==> config.mk <==
export PLATFORM = sky130hd
export DESIGN_NAME = async_queue_sink_rd
export DESIGN_NICKNAME = d
export VERILOG_FILES = /design/src/rtl/async_queue_sink_rd.sv
export SDC_FILE = /design/constraint.sdc
export NUM_CORES = 1
export LEC_CHECK = 0
export BUFFER_PORTS_ARGS = -buffer_cell sky130_fd_sc_hd__buf_2
export CORE_AREA = 2 2 116 118
export CTS_CLUSTER_SIZE = 30
export DETAILED_ROUTE_END_ITERATION = 10
export DIE_AREA = 0 0 118 120
export PLACE_DENSITY = 0.74
export SLEW_MARGIN = 10
export SYNTH_ARGS = -nofsm -noshare
export SYNTH_HDL_FRONTEND = slang
export SYNTH_SLANG_ARGS = --single-unit
export TNS_END_PERCENT = 1
==> constraint.sdc <==
create_clock -name clock -period 4.98 [get_ports clock]
set_input_delay 0.498 -clock clock [delete_from_list [all_inputs] [get_ports clock]]
set_output_delay 0.498 -clock clock [all_outputs]
set_load 0.1 [all_outputs]
==> src/rtl/async_queue_sink_rd.sv <==
// rtl/async_queue_sink_rd.sv - sink-domain read side of an async crossing queue
//
// Purpose:
//   Synchronises the source's gray write index and alive flag into the sink
//   clock. Reads entries directly from the source-owned storage array and
//   presents them on a registered valid/ready dequeue port. Returns the gray
//   read index and a sink-alive flag to the source side.
//
// Ports:
//   clock        sink-domain clock
//   reset        synchronous, active-high reset
//   widx_gray    source write index (gray), asynchronous to clock
//   source_valid source-alive flag, asynchronous to clock
//   mem_flat     source storage, entry i at [i*WIDTH +: WIDTH]
//   ridx_gray    sink read index (gray), registered
//   sink_valid   sink-alive flag to the source
//   deq_valid    dequeue payload valid
//   deq_ready    dequeue consumer ready
//   deq_bits     dequeue payload, registered
//   gray_err     sticky synchronised-pointer error
//
// Optional feature macro: ASYNC_SINK_GRAY_CHECK_EN
//   Defined   : gray_err flags a synchronised write index that moved by more
//               than one bit while the source was alive.
//   Undefined : gray_err is tied to 0 and the checker is absent.

module async_queue_sink_rd #(
    parameter int DEPTH_LOG2  = 3,
    parameter int WIDTH       = 32,
    parameter int SYNC_STAGES = 3
) (
    input  logic                              clock,
    input  logic                              reset,
    input  logic [DEPTH_LOG2:0]               widx_gray,
    input  logic                              source_valid,
    input  logic [WIDTH*(2**DEPTH_LOG2)-1:0]  mem_flat,
    output logic [DEPTH_LOG2:0]               ridx_gray,
    output logic                              sink_valid,
    output logic                              deq_valid,
    input  logic                              deq_ready,
    output logic [WIDTH-1:0]                  deq_bits,
    output logic                              gray_err
);

    localparam int PW    = DEPTH_LOG2 + 1;
    localparam int DEPTH = 2 ** DEPTH_LOG2;

    // Synchroniser chains: plain flop-to-flop, no logic in between.
    logic [PW-1:0]          widx_sync [SYNC_STAGES];
    logic [SYNC_STAGES-1:0] src_sync;
    logic [PW-1:0]          widx_s;
    logic                   src_ok;

    always_ff @(posedge clock) begin
        if (reset) begin
            for (int i = 0; i < SYNC_STAGES; i++) begin
                widx_sync[i] <= '0;
            end
            src_sync <= '0;
        end else begin
            widx_sync[0] <= widx_gray;
            for (int i = 1; i < SYNC_STAGES; i++) begin
                widx_sync[i] <= widx_sync[i-1];
            end
            src_sync <= {src_sync[SYNC_STAGES-2:0], source_valid};
        end
    end

    assign widx_s = widx_sync[SYNC_STAGES-1];
    assign src_ok = src_sync[SYNC_STAGES-1];

    // Storage view as an indexable array.
    logic [WIDTH-1:0] mem_entry [DEPTH];

    always_comb begin
        for (int i = 0; i < DEPTH; i++) begin
            mem_entry[i] = mem_flat[i*WIDTH +: WIDTH];
        end
    end

    // Read pointer and dequeue register.
    logic [PW-1:0] rbin;
    logic [PW-1:0] next_rbin;
    logic          empty;
    logic          load;

    assign next_rbin = rbin + 1'b1;
    // Gray compare; the MSB separates a full queue from an empty one.
    assign empty     = (ridx_gray == widx_s);
    assign load      = src_ok & ~empty & (~deq_valid | deq_ready);

    always_ff @(posedge clock) begin
        if (reset) begin
            rbin       <= '0;
            ridx_gray  <= '0;
            sink_valid <= 1'b0;
            deq_valid  <= 1'b0;
            deq_bits   <= '0;
        end else begin
            sink_valid <= 1'b1;
            if (!src_ok) begin
                // Source went away: drop anything pending and restart at 0.
                rbin      <= '0;
                ridx_gray <= '0;
                deq_valid <= 1'b0;
            end else if (load) begin
                // Load wins over a simultaneous pop so throughput stays 1/cycle.
                deq_bits  <= mem_entry[rbin[DEPTH_LOG2-1:0]];
                deq_valid <= 1'b1;
                rbin      <= next_rbin;
                ridx_gray <= next_rbin ^ (next_rbin >> 1);
            end else if (deq_valid && deq_ready) begin
                deq_valid <= 1'b0;
            end
        end
    end

`ifdef ASYNC_SINK_GRAY_CHECK_EN
    logic [PW-1:0] widx_prev;

    // A legal gray pointer moves at most one bit per sink cycle; anything more
    // means the crossing sampled a torn value. Ignored while the source is down
    // so that a source-side pointer reset is not reported.
    always_ff @(posedge clock) begin
        if (reset) begin
            widx_prev <= '0;
            gray_err  <= 1'b0;
        end else begin
            widx_prev <= widx_s;
            if (src_ok && ($countones(widx_s ^ widx_prev) > 1)) begin
                gray_err <= 1'b1;
            end
        end
    end
`else
    assign gray_err = 1'b0;
`endif

endmodule

==> results.md <==
Run status:
- The flow ran to the end, and the final reports show no timing, DRC or antenna violations.

Cells and area:
- From synthesis to final layout, the design area changed by 43.2%.
- The post-route cell area is 0.00562 mm².
- The number of nets in the layout is 852.
- The fraction of layout instances using a drive strength above 1 is 65.3%.

Critical path:
- On the critical path, the stage with the largest delay is an instance of sky130_fd_sc_hd__dfxtp_4.
- The arrival time of the worst setup path is 2.60 ns.
- The sort of element at the start of the critical path is a flip-flop.
- The endpoint required time on the critical path is 5.12 ns.
- In this run the critical register-to-register path is captured at deq_bits[6].
- Traced cell by cell, the critical path runs through buf_4 -> mux4_2 -> mux2i_1 -> a311oi_1.
- The worst reg2reg path startpoint is rbin[0].
- The worst-case register-to-register setup slack is 2.52 ns.
- Along the worst path, the maximum fanout reaches 36.
- For the worst flop-to-flop path, the logic depth is 4.
- The kind of end point of the critical path is a flip-flop.
- In this design, the stage delay of the slowest critical-path cell is 0.73 ns.
- The kind of critical path is flip-flop to flip-flop.

Power:
- The static leakage power is 2.29 nW.
- The worst voltage drop across the vdd grid is 0.000119 V.
- In this run the power density over the cells is 188 mW/mm².

Route:
- The detailed router placed 3995 vias in this run.
- The residual DRC count is 0.
- The violation count after the first detailed-route iteration is 276.
- The final layout contains routed wiring with a total length of 14.3 mm.
- The first TritonRoute pass finished after 5 iterations.
- Once detail routing completed, the nets flagged for antenna violations numbered 0.
- Using the TritonRoute via totals, the vias-per-cell ratio works out to 5.20.
- In the final routed layout, each cell accounts on average for 18.6 µm.

Clocking:
- The H-tree was split into 2 levels.
- The tree is rooted in a sky130_fd_sc_hd__clkbuf_16.
- Post-CTS repair changed the size of 0 cells.
- The clock net in this run drives a total of 56 sinks.
- After clock tree synthesis, the clock-pin slew on the worst setup and hold paths is 0.07 ns.
- The clock passes through at most 2 buffers.
- The number of buffers added by the clock tree synthesis step is 5.
- For the worst-skew pair, the clock arrives at the later sink with an insertion delay of 0.30 ns.
- The TritonCTS clock tree is done.
- Post-CTS timing repair inserted 0 buffers for setup.
- The hold buffer count at CTS is 0.

Timing:
- The post-route clock skew is 0.00377 ns.
- The normalized max-slew margin is 34.0%.
- The final number of hold-violating endpoints was 0.
- The routed design could run at a clock period as short as 2.46 ns.
- The number of slew-limit violations in the final report is 0.
- The upper clock frequency limit is 406 MHz.
- The final setup TNS is 0 ns.
- After layout, the worst path uses 49.5% of the clock period.
- For the pin with the worst max-slew slack, the measured transition is 0.990 ns.
- Setup repair after global routing left no endpoint under its margin.
- Setup violations remaining at the end of the flow were counted as 0.

Worst hold path:
- The start point of the worst min-delay path is widx_gray[1].
- The class of the tightest hold or removal check is primary input to flip-flop.
- The end point of the most critical hold path is widx_sync[0][1].
- The hold path depth is 2.

Placed design:
- Once placement finished, the instance area stood at 0.00547 mm².
- Buffers placed on the I/O ports in this run total 301.
- The wire-length estimate of the detail-placed layout is 11.4 mm.
- The congestion estimate from routability-driven global placement came to 0.797.

Yosys:
- The library cell occupying the most area in the post-synthesis netlist is sky130_fd_sc_hd__mux4_2.
- Of all flip-flops after synthesis, the portion carrying an async set or reset was 0%.
- The count of cell types in the netlist is 27.
- The synthesized net count is 582.
- For this run, the leading register cell type out of synthesis is sky130_fd_sc_hd__dfxtp_1.
- The count of state elements after synthesis is 56.
- The number of synthesized flops with an enable pin is 0.
- The top-area cell type share of the netlist area is 36.7%.
- After synthesis the cells add up to 0.00393 mm².
- The mean post-synth cell area is 12.4 µm².
- Of the synthesized area, sequential elements account for 28.6%.
- The synthesis warning total is 0.
- After synthesis, the cell types taking the most area are sky130_fd_sc_hd__mux4_2 (37%), sky130_fd_sc_hd__dfxtp_1 (29%), sky130_fd_sc_hd__mux2i_1 (8.2%), sky130_fd_sc_hd__a311oi_1 (7.1%), sky130_fd_sc_hd__a21oi_1 (5.1%).
- The gate count of the mapped netlist is 317.

Job:
- The tool flagged a number of max-cap violations equal to 0.

GRT:
- The initial antenna violation count came to 5.
- The maximum number of pins on one net before global-route repair is 70.
- The overall fraction of global-route tracks in use is 19.5%.
- The total congestion overflow after global routing is 0.
- The global-route wire length before repair is 21.4 mm.
- The number of global-route vias before repair was 3911.

Floorplanning:
- The initial cell density of the core is 30.2%.
- The number of cell rows is 42.
- The number of I/O pins is 303.
- The die boundary height is 120 µm.
- From left edge to right edge, the die measures 118 µm.
- The area of the core is 0.0130 mm².
- The overall die area is 0.0142 mm².
-- metrics by stage --
step | power [mW] | setup WS (ns) | cells | utilization, % | hold slack, ns
after CTS | 1.07 | 2.44 | 764 | 43.3 | 0.402
after floorplan | 0.585 | 2.83 | 317 | - | 0.414
after detailed placement | 0.707 | 2.47 | 756 | 42.1 | 0.425
after global placement | 0.704 | 2.53 | 756 | 42.1 | 0.419
final | 1.06 | 2.52 | 768 | 43.3 | 0.408
after global routing | 1.11 | 2.24 | 765 | 43.3 | 0.430
-- power by group --
part | internal (mW) | switching (mW)
clock network | 0.189 | 0.174
registers | 0.455 | 0.00328
logic | 0.124 | 0.114
-- flip-flops by register name (all words and copies together), names as in the netlist --
name,count
deq_bits,32
widx_sync,12
ridx_gray,4
rbin,3
src_sync,3
deq_valid,1
sink_valid,1
-- worst max path at each step --
stage,start,endpoint,depth (start not counted)
6_report,rbin[0],deq_bits[6],4
5_1_grt,rbin[0],deq_bits[6],4
4_1_cts,rbin[0],deq_bits[6],4
3_5_place_dp,rbin[0],deq_bits[17],4
3_3_place_gp,rbin[0],deq_bits[1],4
2_1_floorplan,ridx_gray[0],rbin[2],5
-- metal layers --
metal / global-route usage, % / vias up / routed length, µm
li1: - / 1847 / -
met1: 24.2 / 1915 / 5610
met2: 33.4 / 212 / 7220
met3: 5.09 / 19 / 1230
met4: 5.87 / 2 / 229
met5: 0 / - / 13
-- kinds of logic (layout without fill, tap and decap cells) --
family | Yosys count | in the layout | synth area share (%)
xor gates and xnor gates | 9 | 9 | 2.01
and+or+nand+nor | 29 | 29 | 4.56
muxes | 96 | 96 | 44.9
other | 1 | 5 | 0.0955
AOI/OAI and AO/OA | 80 | 80 | 13.4
adders and majority gates | 1 | 1 | 0.319
DFF | 56 | 56 | 28.6
buffers and inverters | 45 | 316 | 6.15
-- area by class of cell --
class                      instances  area (µm²)
timing repair buffer             306        1540
clock inverter                     3        22.5
multi-input combinational        216        2560
antenna                            4        10.0
sequential                        56        1130
tap                              176         220
clock buffer                       5         125
inverter                           2        7.51
fill                            1316        7360
-- cell usage in the layout, fill, tap and decap left out --
cell	n
sky130_fd_sc_hd__buf_2	301
sky130_fd_sc_hd__mux4_2	64
sky130_fd_sc_hd__dfxtp_1	53
sky130_fd_sc_hd__a21oi_1	40
sky130_fd_sc_hd__mux2i_1	32
sky130_fd_sc_hd__a311oi_1	32
sky130_fd_sc_hd__nor2b_1	15
sky130_fd_sc_hd__xnor2_1	9
sky130_fd_sc_hd__nand3_1	5
sky130_fd_sc_hd__o21ai_0	5
sky130_fd_sc_hd__clkbuf_16	5
sky130_fd_sc_hd__buf_4	5
sky130_fd_sc_hd__diode_2	4
sky130_fd_sc_hd__inv_1	2
sky130_fd_sc_hd__nand2_1	2
sky130_fd_sc_hd__o31ai_1	2
sky130_fd_sc_hd__or4_1	2
sky130_fd_sc_hd__dfxtp_4	2
sky130_fd_sc_hd__nand4_1	1
sky130_fd_sc_hd__nand2b_1	1
sky130_fd_sc_hd__and2_2	1
sky130_fd_sc_hd__and4_4	1
sky130_fd_sc_hd__or3_2	1
sky130_fd_sc_hd__a21boi_0	1
sky130_fd_sc_hd__ha_1	1
sky130_fd_sc_hd__conb_1	1
sky130_fd_sc_hd__clkinv_2	1
sky130_fd_sc_hd__clkinv_4	1
sky130_fd_sc_hd__inv_6	1
sky130_fd_sc_hd__dfxtp_2	1
-- cells in the mapped netlist, drive strengths merged (5+ instances only) --
cell / n
mux4: 64
dfxtp: 56
a21oi: 40
a311oi: 32
mux2i: 32
buf: 24
clkbuf: 19
nor2b: 15
xnor2: 9
nand3: 5
o21ai: 5
-- worst max-delay path, delay by kind of cell, from the launching register on --
| kind | cells | cell delay (ns) |
|---|---|---|
| AO/OA/AOI/OAI | 1 | 0.10 |
| buffers and inverters | 1 | 0.65 |
| flip-flops | 1 | 0.73 |
| multiplexers | 2 | 0.76 |
Note: power is estimated with default switching activity, not from simulation.
